**src/rtl/mult_div_unit.sv**
```systemverilog
// mult_div_unit: multicycle signed multiply (radix-2 Booth) / divide (restoring)
// responder for the multicycle MIPS datapath. One iteration per clock, ITER
// iterations per operation, HI/LO written on entry to DONE with a one-cycle Done.
// Optional macro MULDIV_UNSIGNED_EN adds the Unsgn input (multu/divu semantics).
module mult_div_unit #(
    parameter int unsigned WIDTH = 32,
    parameter int unsigned ITER  = 32
) (
    input  logic             clck,
    input  logic             rst_n,
    input  logic [1:0]       MulCtrl,
    input  logic [1:0]       DivCtrl,
    input  logic [WIDTH-1:0] A,
    input  logic [WIDTH-1:0] B,
`ifdef MULDIV_UNSIGNED_EN
    input  logic             Unsgn,
`endif
    output logic [WIDTH-1:0] HI,
    output logic [WIDTH-1:0] LO,
    output logic             Busy,
    output logic             Done,
    output logic             DivZeroOP
);

    localparam int unsigned PW = 2 * WIDTH + 2;
    localparam int unsigned CW = (ITER > 1) ? $clog2(ITER) : 1;

    typedef enum logic [1:0] {
        S_IDLE = 2'd0,
        S_MUL  = 2'd1,
        S_DIV  = 2'd2,
        S_DONE = 2'd3
    } state_t;

    state_t state, state_nxt;

    // datapath registers
    logic [CW-1:0]    cnt,   cnt_d;
    logic [WIDTH-1:0] mcand, mcand_d;
    logic [PW-1:0]    prod,  prod_d;
    logic [WIDTH-1:0] dvs,   dvs_d;
    logic [WIDTH-1:0] quo,   quo_d;
    logic [WIDTH-1:0] rem,   rem_d;
    logic             neg_q, neg_q_d;
    logic             neg_r, neg_r_d;
    logic             uns_q, uns_d;

    // next values of the registered outputs
    logic [WIDTH-1:0] hi_d, lo_d;
    logic             busy_d, done_d, dz_d;

    logic             mul_start_c, div_start_c, div_zero_c, uns_c, last_c;
    logic [WIDTH-1:0] a_mag_c, b_mag_c;

    assign mul_start_c = (MulCtrl == 2'b01);
    // multiply wins when both commands arrive together
    assign div_start_c = (DivCtrl == 2'b01) && !mul_start_c;
    assign div_zero_c  = (B == '0);
    assign last_c      = (cnt == CW'(ITER - 1));

`ifdef MULDIV_UNSIGNED_EN
    assign uns_c = Unsgn;
`else
    assign uns_c = 1'b0;
`endif

    // operand magnitudes for the divider; unsigned mode uses raw operands
    assign a_mag_c = (A[WIDTH-1] && !uns_c) ? -A : A;
    assign b_mag_c = (B[WIDTH-1] && !uns_c) ? -B : B;

    // Booth / add-shift step: upper WIDTH+1 bits accumulate, multiplier in the low half
    logic [WIDTH:0] up_c, mc_ext_c, sum_c;
    logic [PW-1:0]  booth_nxt_c;
    always_comb begin
        up_c     = prod[PW-1:WIDTH+1];
        mc_ext_c = {mcand[WIDTH-1] & ~uns_q, mcand};
        sum_c    = up_c;
        if (uns_q) begin
            if (prod[1]) sum_c = up_c + mc_ext_c;
            booth_nxt_c = {1'b0, sum_c, prod[WIDTH:1]};
        end else begin
            case (prod[1:0])
                2'b01:   sum_c = up_c + mc_ext_c;
                2'b10:   sum_c = up_c - mc_ext_c;
                default: sum_c = up_c;
            endcase
            booth_nxt_c = {sum_c[WIDTH], sum_c, prod[WIDTH:1]};
        end
    end

    // restoring division step on magnitudes plus final sign fix-up
    logic [WIDTH:0]   shift_c;
    logic             ge_c;
    logic [WIDTH-1:0] rem_nxt_c, quo_nxt_c, q_fix_c, r_fix_c;
    always_comb begin
        shift_c   = {rem, quo[WIDTH-1]};
        ge_c      = (shift_c >= {1'b0, dvs});
        rem_nxt_c = ge_c ? WIDTH'(shift_c - {1'b0, dvs}) : shift_c[WIDTH-1:0];
        quo_nxt_c = {quo[WIDTH-2:0], ge_c};
        q_fix_c   = neg_q ? -quo_nxt_c : quo_nxt_c;
        r_fix_c   = neg_r ? -rem_nxt_c : rem_nxt_c;
    end

    // state register
    always_ff @(posedge clck or negedge rst_n) begin
        if (!rst_n) state <= S_IDLE;
        else        state <= state_nxt;
    end

    // next-state logic; only IDLE accepts a start
    always_comb begin
        state_nxt = state;
        case (state)
            S_IDLE: begin
                if (mul_start_c)      state_nxt = S_MUL;
                else if (div_start_c) state_nxt = div_zero_c ? S_DONE : S_DIV;
            end
            S_MUL, S_DIV: if (last_c) state_nxt = S_DONE;
            S_DONE:  state_nxt = S_IDLE;
            default: state_nxt = S_IDLE;
        endcase
    end

    // output and datapath next values
    always_comb begin
        cnt_d   = cnt;
        mcand_d = mcand;
        prod_d  = prod;
        dvs_d   = dvs;
        quo_d   = quo;
        rem_d   = rem;
        neg_q_d = neg_q;
        neg_r_d = neg_r;
        uns_d   = uns_q;
        hi_d    = HI;
        lo_d    = LO;
        dz_d    = DivZeroOP;
        busy_d  = (state_nxt == S_MUL) || (state_nxt == S_DIV);
        done_d  = (state_nxt == S_DONE);
        case (state)
            S_IDLE: begin
                if (mul_start_c || div_start_c) begin
                    cnt_d   = '0;
                    mcand_d = A;
                    prod_d  = {{(WIDTH + 1){1'b0}}, B, 1'b0};
                    quo_d   = a_mag_c;
                    dvs_d   = b_mag_c;
                    rem_d   = '0;
                    neg_q_d = ~uns_c & (A[WIDTH-1] ^ B[WIDTH-1]);
                    neg_r_d = ~uns_c & A[WIDTH-1];
                    uns_d   = uns_c;
                    dz_d    = div_start_c & div_zero_c;
                end
            end
            S_MUL: begin
                prod_d = booth_nxt_c;
                cnt_d  = CW'(cnt + 1'b1);
                if (last_c) begin
                    hi_d = booth_nxt_c[2*WIDTH:WIDTH+1];
                    lo_d = booth_nxt_c[WIDTH:1];
                end
            end
            S_DIV: begin
                quo_d = quo_nxt_c;
                rem_d = rem_nxt_c;
                cnt_d = CW'(cnt + 1'b1);
                if (last_c) begin
                    lo_d = q_fix_c;
                    hi_d = r_fix_c;
                end
            end
            default: ;
        endcase
    end

    // datapath and output registers
    always_ff @(posedge clck or negedge rst_n) begin
        if (!rst_n) begin
            cnt       <= '0;
            mcand     <= '0;
            prod      <= '0;
            dvs       <= '0;
            quo       <= '0;
            rem       <= '0;
            neg_q     <= 1'b0;
            neg_r     <= 1'b0;
            uns_q     <= 1'b0;
            HI        <= '0;
            LO        <= '0;
            Busy      <= 1'b0;
            Done      <= 1'b0;
            DivZeroOP <= 1'b0;
        end else begin
            cnt       <= cnt_d;
            mcand     <= mcand_d;
            prod      <= prod_d;
            dvs       <= dvs_d;
            quo       <= quo_d;
            rem       <= rem_d;
            neg_q     <= neg_q_d;
            neg_r     <= neg_r_d;
            uns_q     <= uns_d;
            HI        <= hi_d;
            LO        <= lo_d;
            Busy      <= busy_d;
            Done      <= done_d;
            DivZeroOP <= dz_d;
        end
    end

endmodule

```
**config.mk**
```make
export PLATFORM = sky130hd
export DESIGN_NAME = mult_div_unit
export DESIGN_NICKNAME = d
export VERILOG_FILES = /design/src/rtl/mult_div_unit.sv
export SDC_FILE = /design/constraint.sdc
export NUM_CORES = 1
export LEC_CHECK = 0
export CAP_MARGIN = 5
export CORE_UTILIZATION = 40
export DETAILED_ROUTE_END_ITERATION = 10
export GPL_ROUTABILITY_DRIVEN = 0
export PLACE_DENSITY = 0.64
export SLEW_MARGIN = 20
export SYNTH_ARGS = -nofsm -noshare
export SYNTH_HDL_FRONTEND = slang
export SYNTH_SLANG_ARGS = --single-unit
```
**constraint.sdc**
```tcl
create_clock -name clck -period 5.4 [get_ports clck]
set_input_delay 1.08 -clock clck [delete_from_list [all_inputs] [get_ports clck]]
set_output_delay 1.08 -clock clck [all_outputs]
set_load 0.02 [all_outputs]
```
# After elaboration in Yosys (flattened, before gate mapping)
# Index checks and enable logic that the tools add are counted.
[word_totals] reg_bits=270 input_bits=70
[op_classes] n_addsub=8 magnitude_cmp=1 eq_ne=14 muxes=25 bitwise=2 n_reduce_logical=16
[ops] cell="32-bit two-way mux" count=11
[ops] cell="32-bit one-hot mux with 2 select lines" count=4
[ops] cell="66-bit one-hot mux with 2 select lines" count=1
[ops] cell="32-bit negation" count=4
[ops] cell="66-bit two-way mux" count=1
[ops] cell="33-bit one-hot mux with 2 select lines" count=1
[ops] cell="33-bit adder" count=1
[ops] cell="33-bit by 32-bit >= comparator with 1-bit output" count=1
[ops] cell="33-bit subtractor" count=1
[ops] cell="32-bit logical NOT" count=1
[ops] cell="32-bit subtractor" count=1
[ops] cell="2-bit by 1-bit == test with 1-bit output, second input constant" count=5
[ops] cell="2-bit == test, second input constant" count=5
[ops] cell="5-bit one-hot mux with 2 select lines" count=1
[ops] cell="2-bit AND reduction" count=4
[ops] cell="2-bit nonzero test" count=4
[ops] cell="2-bit two-way mux" count=3
[ops] cell="2-bit != test, second input constant" count=3
[ops] cell="2-bit one-hot mux with 3 select lines" count=1
[ops] cell="5-bit by 1-bit adder with 5-bit output, second input constant" count=1
[ops] cell="5-bit == test, second input constant" count=1
[ops] cell="5-bit two-way mux" count=1
[ops] cell="3-bit AND reduction" count=1
[ops] cell="2-bit logical NOT" count=1
[ops] cell="other kinds (7)" count=8

# Depth between registers and ports, before layout
[depth] depth_word=8 depth_mapped=23 ltp_nobuf=21

# Worst setup path after synthesis
# OpenSTA, ideal clock, no wires.
[synth_timing] path_kind="reg2reg" from="register rem[7]" to="register HI[28]" arrival_time_ns=4.438 required_ns=5.296 setup_slack_ns=0.858 path_stages_with_launch=22 synth_period_minus_slack_ns=4.542 path_cell_list="dfrtp_1 -> ha_1 -> buf_2 -> nand4_1 -> or2_1 -> a211oi_2 -> nor3_2 -> or4b_1 -> buf_2 -> nand2_4 -> buf_2 -> buf_2 -> buf_4 -> a21oi_1 -> inv_1 -> ha_1 -> and4_1 -> a31oi_1 -> nor4_2 -> nand3_1 -> mux2i_1 -> a221oi_1"
[synth_via] elab_chain_cells=6 word_cells_on_any_way=7 classes_between="add/sub (2); order compare (1); mux (4)"
[synth_lines] item="from (decl)" line="43" source="logic [WIDTH-1:0] rem, rem_d;"
[synth_lines] item="from (signal assigned)" line="199" source="rem <= rem_d;"
[synth_lines] item="32-bit subtractor or 33-bit by 32-bit >= comparator with 1-bit output (tied branches)" line="98, 97"
[synth_lines] item="32-bit two-way mux *" line="98" source="rem_nxt_c = ge_c ? WIDTH'(shift_c - {1'b0, dvs}) : shift_c[WIDTH-1:0];"
[synth_lines] item="32-bit negation" line="101" source="r_fix_c = neg_r ? -rem_nxt_c : rem_nxt_c;"
[synth_lines] item="32-bit two-way mux *" line="101"
[synth_lines] item="32-bit two-way mux *" line="167" source="if (last_c) begin"
[synth_lines] item="32-bit one-hot mux with 2 select lines *" line="140" source="case (state)"
[synth_lines] item="to (signal assigned)" line="203" source="HI <= hi_d;"
[synth_lines] item="to (decl)" line="18" source="output logic [WIDTH-1:0] HI,"
# Mark *: on every way between the ends. The rest lies on a longest branch, timed or not. The select of a mux whose other input is x is not followed.
# A chain may end at the register's enable or synchronous reset.

# Worst setup path after layout
[layout_timing] from="register mcand[0]" to="register HI[28]"
[layout_via] elab_chain_cells=4 word_cells_on_any_way=5 classes_between="add/sub (2); mux (3)"
[layout_lines] item="from (decl)" line="39" source="logic [WIDTH-1:0] mcand, mcand_d;"
[layout_lines] item="from (signal assigned)" line="195" source="mcand <= mcand_d;"
[layout_lines] item="33-bit subtractor or 33-bit adder (tied branches)" line="84, 79, 83"
[layout_lines] item="33-bit one-hot mux with 2 select lines *" line="82" source="case (prod[1:0])"
[layout_lines] item="32-bit two-way mux *" line="158" source="if (last_c) begin"
[layout_lines] item="32-bit one-hot mux with 2 select lines *" line="140"
# Marks and branches as above.

==> impl_metrics.py <==
metrics = {
    "synthesis": {
        "async_reset_ff_frac": 1.00,
        "ys_seq_area_frac": 0.359,
        "synth.avg_cell_area_um2": 8.51,
        "synth.distinct_cells": 84,
        "synth_top_area_frac": 0.359,
        "ys_ff_latch": 268,
        "ys_warn_count": 0,
        "syn_inst": 2194,
        "yosysTopAreaCell": "dfrtp_1",
        "synth-edff-count": 0,
        "netlist_area_um2": 18700,
        "syn_nets": 2343,
        "synth-main-ff-cell": "dfrtp_1",
        "synthTopCellsByArea": "dfrtp_1 36%, o21ai_0 7.0%, nand2_1 5.9%",
    },
    "detailed_routing": {
        "via_per_inst": 5.89,
        "wl_met2_um": 28100,
        "drtIter0Drc": 1488,
        "m1WireLength_um": 27600,
        "wl_um": 61700,
        "firstDrtPassIters": 5,
        "ant_nets": 0,
        "met3_length_um": 4270,
        "route.detailed.drc": 0,
        "highest_layer": "met4",
        "wl_per_cell_um": 21.3,
        "dr_total_vias": 17074,
    },
    "power_and_ir_drop": {
        "peakVddDrop_mv": 0.390,
        "pwr-share-seq": 0.270,
        "pwr-share-clk": 0.213,
        "power_switching_share": 0.460,
        "p_leak_nw": 9.31,
        "combPwrFrac": 0.517,
        "switchingPower_mw": 5.62,
        "power.internal_mw": 6.59,
        "power_density_nw_per_um2": 558,
    },
    "clocking": {
        "clk_latency_ns": 0.56,
        "ctsResizeCount": 0,
        "cts_hold_buf": 0,
        "cts.clk_slew.worst_paths_ns": 0.06,
        "cts_htree_levels": 2,
        "cts_tree": "yes",
        "cts_setup_buffers": 0,
        "numCtsBuffers": 35,
        "clock-sinks": 268,
        "cts_root_buffer": "clkbuf_16",
        "cts.path.max_buffers": 3,
    },
    "setup_path": {
        "critPathLaunchType": "flip-flop",
        "worstPathRequired_ns": 5.83,
        "end_kind": "flip-flop",
        "critPathMaxStageDelay_ns": 0.46,
        "cpMostUsedCell": "o21ai_0",
        "crit_family": "compound AO/OA/AOI/OAI gates",
        "crit_chain": "inv_1 > ha_1 > nand2_1 > nor3_1 > and2_1 > nor2_1 > xnor2_1 > ha_1 > nand4_1 > a211oi_1 > o21ai_0 > a21bo_2 > o211ai_1 > a21boi_0 > o21ai_0 > xnor2_1 > o21ai_0 > o22ai_1 > a221oi_1",
        "crit_slowest_cell": "dfrtp_1",
        "critPathBufInv": 1,
        "worst-path-max-fanout": 10,
        "cp.arrival_ns": 5.32,
        "path_class": "flip-flop to flip-flop",
    },
    "timing": {
        "setup_tns_ns": 0,
        "hold_viol_final": 0,
        "period_needed_ns": 4.89,
        "max_freq_ghz": 0.204,
        "drv_slew": 0,
        "setup_viol": 0,
        "tightest_slew_ns": 1.02,
        "skew_ns": 0.0236,
        "fin_crit_sh": 0.906,
        "rsz0062_at_grt": "no",
        "slew_headroom": 0.316,
    },
    "status": {
        "status": "finished clean",
    },
    "placement": {
        "dp_hpwl_um": 46800,
        "portBuffers": 136,
        "place_area_um2": 20600,
        "place_inst": 2835,
    },
    "global_routing": {
        "grt_antenna_before_repair": 0,
        "grt_pass1_wl_um": 95300,
        "overflow": 0,
        "grt_usage": 0.258,
        "grt_max_degree": 118,
        "grt_pass1_vias": 16384,
    },
    "layout": {
        "drive_gt1_frac": 0.0679,
        "design_area_um2": 21900,
        "diodes": 0,
        "num-nets-final": 2421,
        "n_fill_cell": 4340,
        "layoutNonFillerInstCount": 2897,
        "area_growth_syn_to_layout_pct": 17.2,
    },
    "floorplanning": {
        "die_area_um2": 47500,
        "coreArea_um2": 45700,
        "dieHeight_um": 218,
        "rows": 78,
        "start_util": 0.409,
        "die_w_um": 218,
        "ios": 137,
    },
    "run": {
        "cap_violations": 0,
    },
    "worst_hold_path": {
        "holdCritPathClass": "flip-flop to flip-flop",
    },
}
## kinds of logic (layout without fill, tap and decap cells)
logic type               after synthesis  count (layout)  synth area share
flip-flops                           268             268             0.359
adder cells (fa/ha/maj)               79              79            0.0538
multiplexers                          99              99            0.0556
AND/OR/NAND/NOR                      641             641             0.158
buffers and inverters                203             306            0.0420
AO/OA/AOI/OAI                        712             712             0.241
XOR/XNOR                             192             192            0.0901
## cell type report
class                           instances  area (um^2)  area share
Clock inverter                         16          282      0.0129
Tap cell                              600          751      0.0343
Sequential cell                       268         6710       0.307
Timing Repair Buffer                  169         1620      0.0741
Multi-Input combinational cell       1723        11300       0.515
Clock buffer                           46          978      0.0447
Inverter                               75          282      0.0129
## flip-flops by register name, summed over array words and instances, names as in the netlist
register and flops:
Busy 1, DivZeroOP 1, Done 1, HI 32
LO 32, cnt 5, dvs 32, mcand 32
neg_q 1, prod 65, quo 32, rem 32
state 2
## tightest hold or removal path, stage by stage (launching register included)
cell and delay, ns:
dfrtp_1 0.34, nand2_1 0.05, o21ai_0 0.06
## metrics by stage
step                utilization  setup slack, ns  hold WS (ns)  total power, mW
floorplan                     -            0.858         0.449             7.64
global placement          0.451            0.783         0.468             9.38
detailed placement        0.451            0.652         0.474             9.52
CTS                       0.479            0.550         0.486             12.2
global route              0.479            0.167         0.500             13.0
finish                    0.479            0.508         0.480             12.2
## placed cells by master (no fill, tap or decap), drive strengths merged, types with 7 or more instances in the layout
cell type,n
nand2,294
o21ai,280
dfrtp,268
a21oi,147
clkdlybuf4s50,134
nor2,127
xor2,118
inv,77
ha,77
xnor2,74
mux2i,62
a22o,56
clkbuf,46
nor3,44
o31ai,39
mux2,37
buf,35
nand3,31
or4,24
a21o,22
nand4,22
o41ai,20
a31oi,19
nor4,19
nand2b,15
o21a,15
or3,14
nor2b,13
a211oi,13
and2,12
a21boi,11
o211ai,9
o31a,9
and3,8
o21bai,7
bufinv,7
clkinv,7
## per-layer routing
layer,GRT usage,vias to the layer above
met1,0.355,8298
met2,0.407,615
met4,0.0844,0
met3,0.0483,86
met5,0,-
li1,-,8075
## synthesized netlist by cell type, types with 7 or more instances
cell      count
nand2_1     292
dfrtp_1     268
o21ai_0     260
a21oi_1     146
nor2_1      127
xor2_1      118
clkbuf_1    102
ha_1         77
inv_1        74
xnor2_1      74
mux2i_1      62
a22o_1       56
nor3_1       43
o31ai_1      38
mux2_2       37
nand3_1      31
or4_1        24
a21o_1       22
nand4_1      21
o21ai_1      20
a31oi_1      19
nor4_1       18
o41ai_1      18
buf_2        15
nand2b_1     15
o21a_1       15
or3_1        14
nor2b_1      13
a211oi_1     12
and2_1       11
buf_1        10
a21boi_0      9
o211ai_1      9
o31a_1        9
and3_1        8
o21bai_1      7
## power groups by stage
stage	clock network, mW	registers (mW)	logic, mW
2_1_floorplan	0	3.02	4.61
3_3_place_gp	0	3.28	6.10
3_5_place_dp	0	3.30	6.22
4_1_cts	2.63	3.28	6.25
5_1_grt	2.72	3.37	6.96
6_report	2.60	3.30	6.31
## worst paths after layout
| kind | start | end | slack [ns] | cells past startpoint |
|---|---|---|---|---|
| setup reg to reg | mcand[0]$_DFFE_PN0P_ | HI[28]$_DFFE_PN0P_ | 0.51 | 19 |
| hold reg to reg | HI[1]$_DFFE_PN0P_ | HI[1]$_DFFE_PN0P_ | 0.48 | 2 |
| hold / removal | HI[1]$_DFFE_PN0P_ | HI[1]$_DFFE_PN0P_ | 0.48 | 2 |
| max in group asynchronous | rst_n | quo[13]$_DFFE_PN0P_ | 3.54 | 2 |
| min in group asynchronous | rst_n | prod[17]$_DFFE_PN0P_ | 0.55 | 1 |
| setup / recovery | mcand[0]$_DFFE_PN0P_ | HI[28]$_DFFE_PN0P_ | 0.51 | 19 |
No activity file was read; power rests on OpenSTA's default activity.
